<file path="src/rtl/div_requester.sv">
// -----------------------------------------------------------------------------
// div_requester
//
// Initiator side of the integer-divide valid/ready interface in the M-extension
// execute path. The block accepts one DIV/DIVU/REM/REMU operation at a time
// from the execute stage and registers its operands. It issues the request to
// the divider and captures the quotient or remainder. It then returns the
// tagged 32-bit result to writeback. flush_i cancels the operation without
// breaking the divider handshake: once the divider has accepted a request, its
// result is always consumed.
//
// Optional feature (compile-time macro DIV_REQ_BYPASS_EN):
//   When defined, divide-by-zero and signed overflow (0x80000000 / -1) are
//   resolved locally. The operation goes straight from IDLE to RESP without
//   being issued to the divider. When undefined, every operation goes to the
//   divider.
//
// Ports:
//   clock, reset            rising-edge clock, synchronous active-high reset
//   op_valid_i/op_ready_o   operation handshake from execute
//   op_code_i               00 DIV, 01 DIVU, 10 REM, 11 REMU
//   op_a_i/op_b_i           dividend / divisor
//   op_tag_i                destination-register tag
//   flush_i                 cancel pending / in-flight operation
//   div_in_valid_o/_ready_i request handshake to divider
//   div_a_o/div_b_o         registered operands to divider
//   div_signed_o            signed division (op_code[0] == 0)
//   div_out_valid_i/_ready_o result handshake from divider
//   div_c_i/div_r_i         divider quotient / remainder
//   res_valid_o/res_ready_i result handshake to writeback
//   res_data_o/res_tag_o    result data and tag
// -----------------------------------------------------------------------------
module div_requester #(
  parameter int TAG_W = 5
) (
  input  logic             clock,
  input  logic             reset,
  // Execute stage
  input  logic             op_valid_i,
  output logic             op_ready_o,
  input  logic [1:0]       op_code_i,
  input  logic [31:0]      op_a_i,
  input  logic [31:0]      op_b_i,
  input  logic [TAG_W-1:0] op_tag_i,
  input  logic             flush_i,
  // Divider request
  output logic             div_in_valid_o,
  input  logic             div_in_ready_i,
  output logic [31:0]      div_a_o,
  output logic [31:0]      div_b_o,
  output logic             div_signed_o,
  // Divider response
  input  logic             div_out_valid_i,
  output logic             div_out_ready_o,
  input  logic [31:0]      div_c_i,
  input  logic [31:0]      div_r_i,
  // Writeback
  output logic             res_valid_o,
  input  logic             res_ready_i,
  output logic [31:0]      res_data_o,
  output logic [TAG_W-1:0] res_tag_o
);

  typedef enum logic [2:0] {
    S_IDLE,
    S_ISSUE,
    S_WAIT,
    S_DRAIN,
    S_RESP
  } state_t;

  state_t             r_state;
  logic               r_op_ready;
  logic [31:0]        r_a;
  logic [31:0]        r_b;
  logic               r_signed;
  logic               r_sel_rem;   // op_code[1]: return the remainder
  logic [TAG_W-1:0]   r_tag;
  logic [31:0]        r_res;

`ifdef DIV_REQ_BYPASS_EN
  // Special-case detection on the incoming operands. It is used only at
  // acceptance, so the result lands in r_res one cycle later.
  logic        w_b_zero;
  logic        w_ovf;
  logic        w_bypass;
  logic [31:0] w_byp_res;

  assign w_b_zero = (op_b_i == 32'h0000_0000);
  assign w_ovf    = !op_code_i[0] && (op_a_i == 32'h8000_0000) &&
                    (op_b_i == 32'hFFFF_FFFF);
  assign w_bypass = w_b_zero || w_ovf;

  always_comb begin
    // NOTE: default assignment first so no path through this block leaves
    // w_byp_res unassigned, which would infer a latch.
    w_byp_res = 32'h0000_0000;
    if (w_b_zero) begin
      w_byp_res = op_code_i[1] ? op_a_i : 32'hFFFF_FFFF;
    end else if (w_ovf) begin
      w_byp_res = op_code_i[1] ? 32'h0000_0000 : 32'h8000_0000;
    end
  end
`endif

  // Single FSM block. op_ready is kept as its own flop, not decoded from
  // r_state, so it can be low while reset is held even though the state is
  // IDLE. It rises with the first clock after reset deasserts.
  always_ff @(posedge clock) begin
    if (reset) begin
      // NOTE: the operand and result registers are reset too, because every
      // output, including the data buses, must read 0 out of reset.
      r_state    <= S_IDLE;
      r_op_ready <= 1'b0;
      r_a        <= '0;
      r_b        <= '0;
      r_signed   <= 1'b0;
      r_sel_rem  <= 1'b0;
      r_tag      <= '0;
      r_res      <= '0;
    end else begin
      // NOTE: non-blocking assignments only. Every branch reads the
      // pre-edge values of the registers, the same way the flops behave.
      case (r_state)
        S_IDLE: begin
          r_op_ready <= 1'b1;
          if (op_valid_i && !flush_i) begin
            r_a        <= op_a_i;
            r_b        <= op_b_i;
            r_signed   <= !op_code_i[0];
            r_sel_rem  <= op_code_i[1];
            r_tag      <= op_tag_i;
            r_op_ready <= 1'b0;
`ifdef DIV_REQ_BYPASS_EN
            if (w_bypass) begin
              r_res   <= w_byp_res;
              r_state <= S_RESP;
            end else begin
              r_state <= S_ISSUE;
            end
`else
            r_state    <= S_ISSUE;
`endif
          end
        end

        S_ISSUE: begin
          // If the divider accepts in the same cycle as a flush, it now owns
          // a request. Its result must be drained before the next issue.
          if (div_in_ready_i) begin
            r_state <= flush_i ? S_DRAIN : S_WAIT;
          end else if (flush_i) begin
            r_state    <= S_IDLE;
            r_op_ready <= 1'b1;
          end
        end

        S_WAIT: begin
          if (div_out_valid_i) begin
            if (flush_i) begin
              // The result is consumed by this handshake and dropped.
              r_state    <= S_IDLE;
              r_op_ready <= 1'b1;
            end else begin
              r_res   <= r_sel_rem ? div_r_i : div_c_i;
              r_state <= S_RESP;
            end
          end else if (flush_i) begin
            r_state <= S_DRAIN;
          end
        end

        S_DRAIN: begin
          if (div_out_valid_i) begin
            r_state    <= S_IDLE;
            r_op_ready <= 1'b1;
          end
        end

        S_RESP: begin
          if (res_ready_i || flush_i) begin
            r_state    <= S_IDLE;
            r_op_ready <= 1'b1;
          end
        end

        default: begin
          r_state    <= S_IDLE;
          r_op_ready <= 1'b1;
        end
      endcase
    end
  end

  // Handshake outputs are decoded from the state register only, so none of
  // them has a combinational path from an input.
  assign op_ready_o      = r_op_ready;
  assign div_in_valid_o  = (r_state == S_ISSUE);
  assign div_out_ready_o = (r_state == S_WAIT) || (r_state == S_DRAIN);
  assign res_valid_o     = (r_state == S_RESP);

  assign div_a_o         = r_a;
  assign div_b_o         = r_b;
  assign div_signed_o    = r_signed;
  assign res_data_o      = r_res;
  assign res_tag_o       = r_tag;

endmodule

</file>
<file path="config.mk">
export PLATFORM = sky130hd
export DESIGN_NAME = div_requester
export DESIGN_NICKNAME = d
export VERILOG_FILES = /design/src/rtl/div_requester.sv
export SDC_FILE = /design/constraint.sdc
export NUM_CORES = 1
export LEC_CHECK = 0
export CAP_MARGIN = 0
export CORE_ASPECT_RATIO = 0.9
export CORE_MARGIN = 2
export CORE_UTILIZATION = 34
export DETAILED_ROUTE_END_ITERATION = 7
export GPL_ROUTABILITY_DRIVEN = 1
export PLACE_DENSITY_LB_ADDON = 0.15
export SLEW_MARGIN = 20
export SYNTH_ARGS = -nofsm -noshare
export SYNTH_HDL_FRONTEND = slang
export SYNTH_SLANG_ARGS = --single-unit
</file>
<file path="constraint.sdc">
create_clock -name clock -period 1.44 [get_ports clock]
set_input_delay 0.288 -clock clock [delete_from_list [all_inputs] [get_ports clock]]
set_output_delay 0.288 -clock clock [all_outputs]
set_load 0.05 [all_outputs]
</file>
==> flow_metrics.tcl <==
set metrics [dict create \
    power_density_nw_per_um2 871 \
    h-tree-depth 3 \
    cp_top_family "simple AND/OR/NAND/NOR gates" \
    overflow 0 \
    cts_sinks 107 \
    synth_area_leaders "dfxtp_1, nand2_1, a21oi_1" \
    synth_area_per_cell_sq_um 8.71 \
    ys_types 34 \
    ios 248 \
    grt_pass1_wl_mm 23.4 \
    fin_nets 915 \
    initialDrtViolationCount 149 \
    clock_skew_ps 9.88 \
    fin_ws_ps -143 \
    die_x_um 123 \
    dp.cells 898 \
    yosys.area.top_type "dfxtp_1" \
    fin_crit_sh 1.10 \
    tns_ps -2240 \
    postSynthCellCount 495 \
    violations "negative setup slack" \
    cts_buffer_depth 2 \
    drc_errors 0 \
    drive_gt1_frac 0.339 \
    track_usage 0.220 \
    cp-end-kind "flop" \
    placement.io_buffers 247 \
    finalSetupViolCount 35 \
    area_delta_synth_final_pct 117 \
    p_leak_nw 3.43 \
    slowest_stage "or4_1" \
    cp.arrival_ps 1880 \
    peakVddDrop_mv 0.892 \
    hold_violations 0 \
    drt-wirelength-per-cell_um 16.9 \
    synth.cell_area_sq_um 4310 \
    fmax_mhz 632 \
    rows 39 \
    clk_pin_slew_ps 70 \
    antenna_found_initial 0 \
    holdCritPathClass "input port to flop" \
    insertion_delay_ps 360 \
    synth_top_cell_area_share 0.497 \
    vias 4555 \
    cp_num_buf_inv 1 \
    drt-total-wl_mm 15.9 \
    period_needed_ps 1580 \
    synth-seq-area-share 0.497 \
    start_kind "flop" \
    async_flop_share 0 \
    syn_nets 637 \
    hpwl_mm 9.97 \
    drtPass1Iterations 4 \
    root_buffer "clkbuf_16" \
    die_h_um 111 \
    ys_warn_count 0 \
    coreArea_sq_um 12500 \
    slew_headroom 0.759 \
    cp_data_required_time_ps 1740 \
    synthFlopType "dfxtp_1" \
    ys_ff_latch 107 \
    grt_start_max_net_pins 59 \
    globalplace.congestion 0.831 \
    n_antenna_cell 0 \
    synth-edff-count 0 \
    die_area_sq_um 13600 \
    max_stage_delay_ps 500 \
    rsz0062_at_grt "true" \
    final_cells 942 \
    critPathMaxFanout 4 \
    drv_cap 0 \
    cts_tree "done" \
    slew_viol_final 0 \
    crit_chain "buf_4, nor3b_1, o21ba_2, or4_1, a21oi_2" \
    worstMarginPinSlew_ps 361 \
    start_util 0.344 \
    crit_type "flop to flop" \
    vias_per_cell 4.84 \
    status "complete, but fails checks" \
    ant_nets 0 \
    numCtsBuffers 9 \
    grt_pass1_vias 4739 \
]
## sequential cells by signal, indices dropped and copies added (netlist names)
signal,count
div_a_o,32
div_b_o,32
res_data_o,32
res_tag_o,5
r_state,3
div_signed_o,1
op_ready_o,1
r_sel_rem,1
## stage by stage
stage / hold slack [ps] / setup slack (ps) / utilization / cell area [sq um] / power, mW
2_1_floorplan: 359 / -128 / - / 4330 / 3.99
3_3_place_gp: 479 / -459 / 0.654 / 8200 / 5.06
3_5_place_dp: 484 / -490 / 0.654 / 8200 / 5.09
4_1_cts: 289 / -129 / 0.728 / 9120 / 8.06
5_1_grt: 306 / -222 / 0.745 / 9340 / 8.41
6_report: 285 / -143 / 0.745 / 9340 / 8.14
## cell type report
class	instances	area (sq um)
well taps	164	205
inverters	3	11.3
flip-flops and latches	107	2150
clock inverters	5	108
fillers	833	3200
clock buffers	11	243
repair buffers	307	4440
multi-input cells	345	2180
## path summary, 6_finish.rpt
path / slack, ps / depth (start not counted) / from / to
worst max-delay path: -140 / 5 / r_state[1] / op_ready_o
worst min register to register: 490 / 2 / div_b_o[22] / div_b_o[22]
worst max register to register: -140 / 5 / r_state[1] / op_ready_o
worst min-delay path: 290 / 2 / reset / op_ready_o
## synthesized netlist by cell type (all sizes together), types with 2 or more instances
library cell  instances
nand2               141
dfxtp               107
a21oi                73
nor2                 38
a211oi               33
mux2i                32
clkbuf               26
buf                  14
inv                   3
nor3b                 3
o21ai                 3
nand3                 2
nor2b                 2
nor3                  2
nor4                  2
## cells in the final DEF, fill, tap and decap left out, drive strengths merged, types with 2 or more instances in the layout
master	count
buf	160
nand2	141
clkdlybuf4s50	139
dfxtp	107
a21oi	73
nor2	38
a211oi	33
mux2i	32
clkbuf	18
inv	5
bufinv	3
nor3b	3
o21ai	3
nor2b	2
nor4	2
nand3	2
nor3	2
## kinds of logic (layout without fill, tap and decap cells)
kind of cell	after synthesis	after routing	synth area share
buffers and inverters	43	326	0.0493
and+or+nand+nor	197	197	0.186
AOI/OAI and AO/OA	115	115	0.191
xor gates and xnor gates	1	1	0.00203
DFF	107	107	0.497
muxes	32	32	0.0743
## metal layers
layer	vias to the layer above	track usage	wire length [um]
li1	2228	-	-
met1	2137	0.222	5890
met2	173	0.401	8300
met3	17	0.102	1490
met4	0	0.0613	217
met5	-	0	0
## timing repair
item	in CTS	in global routing
setup buffers	14	1
pin swaps	13	15
hold buffers	0	0
gates cloned	9	8
resized for setup	52	34
endpoints found under the setup margin	42	101
## power breakdown
group	leakage [nW]	switching [mW]	internal [mW]	total, mW
registers	0.873	0.130	3.07	3.20
clock network	0.171	1.15	1.76	2.91
logic	2.38	0.925	1.10	2.03
Note: power is estimated with default switching activity, not from simulation.
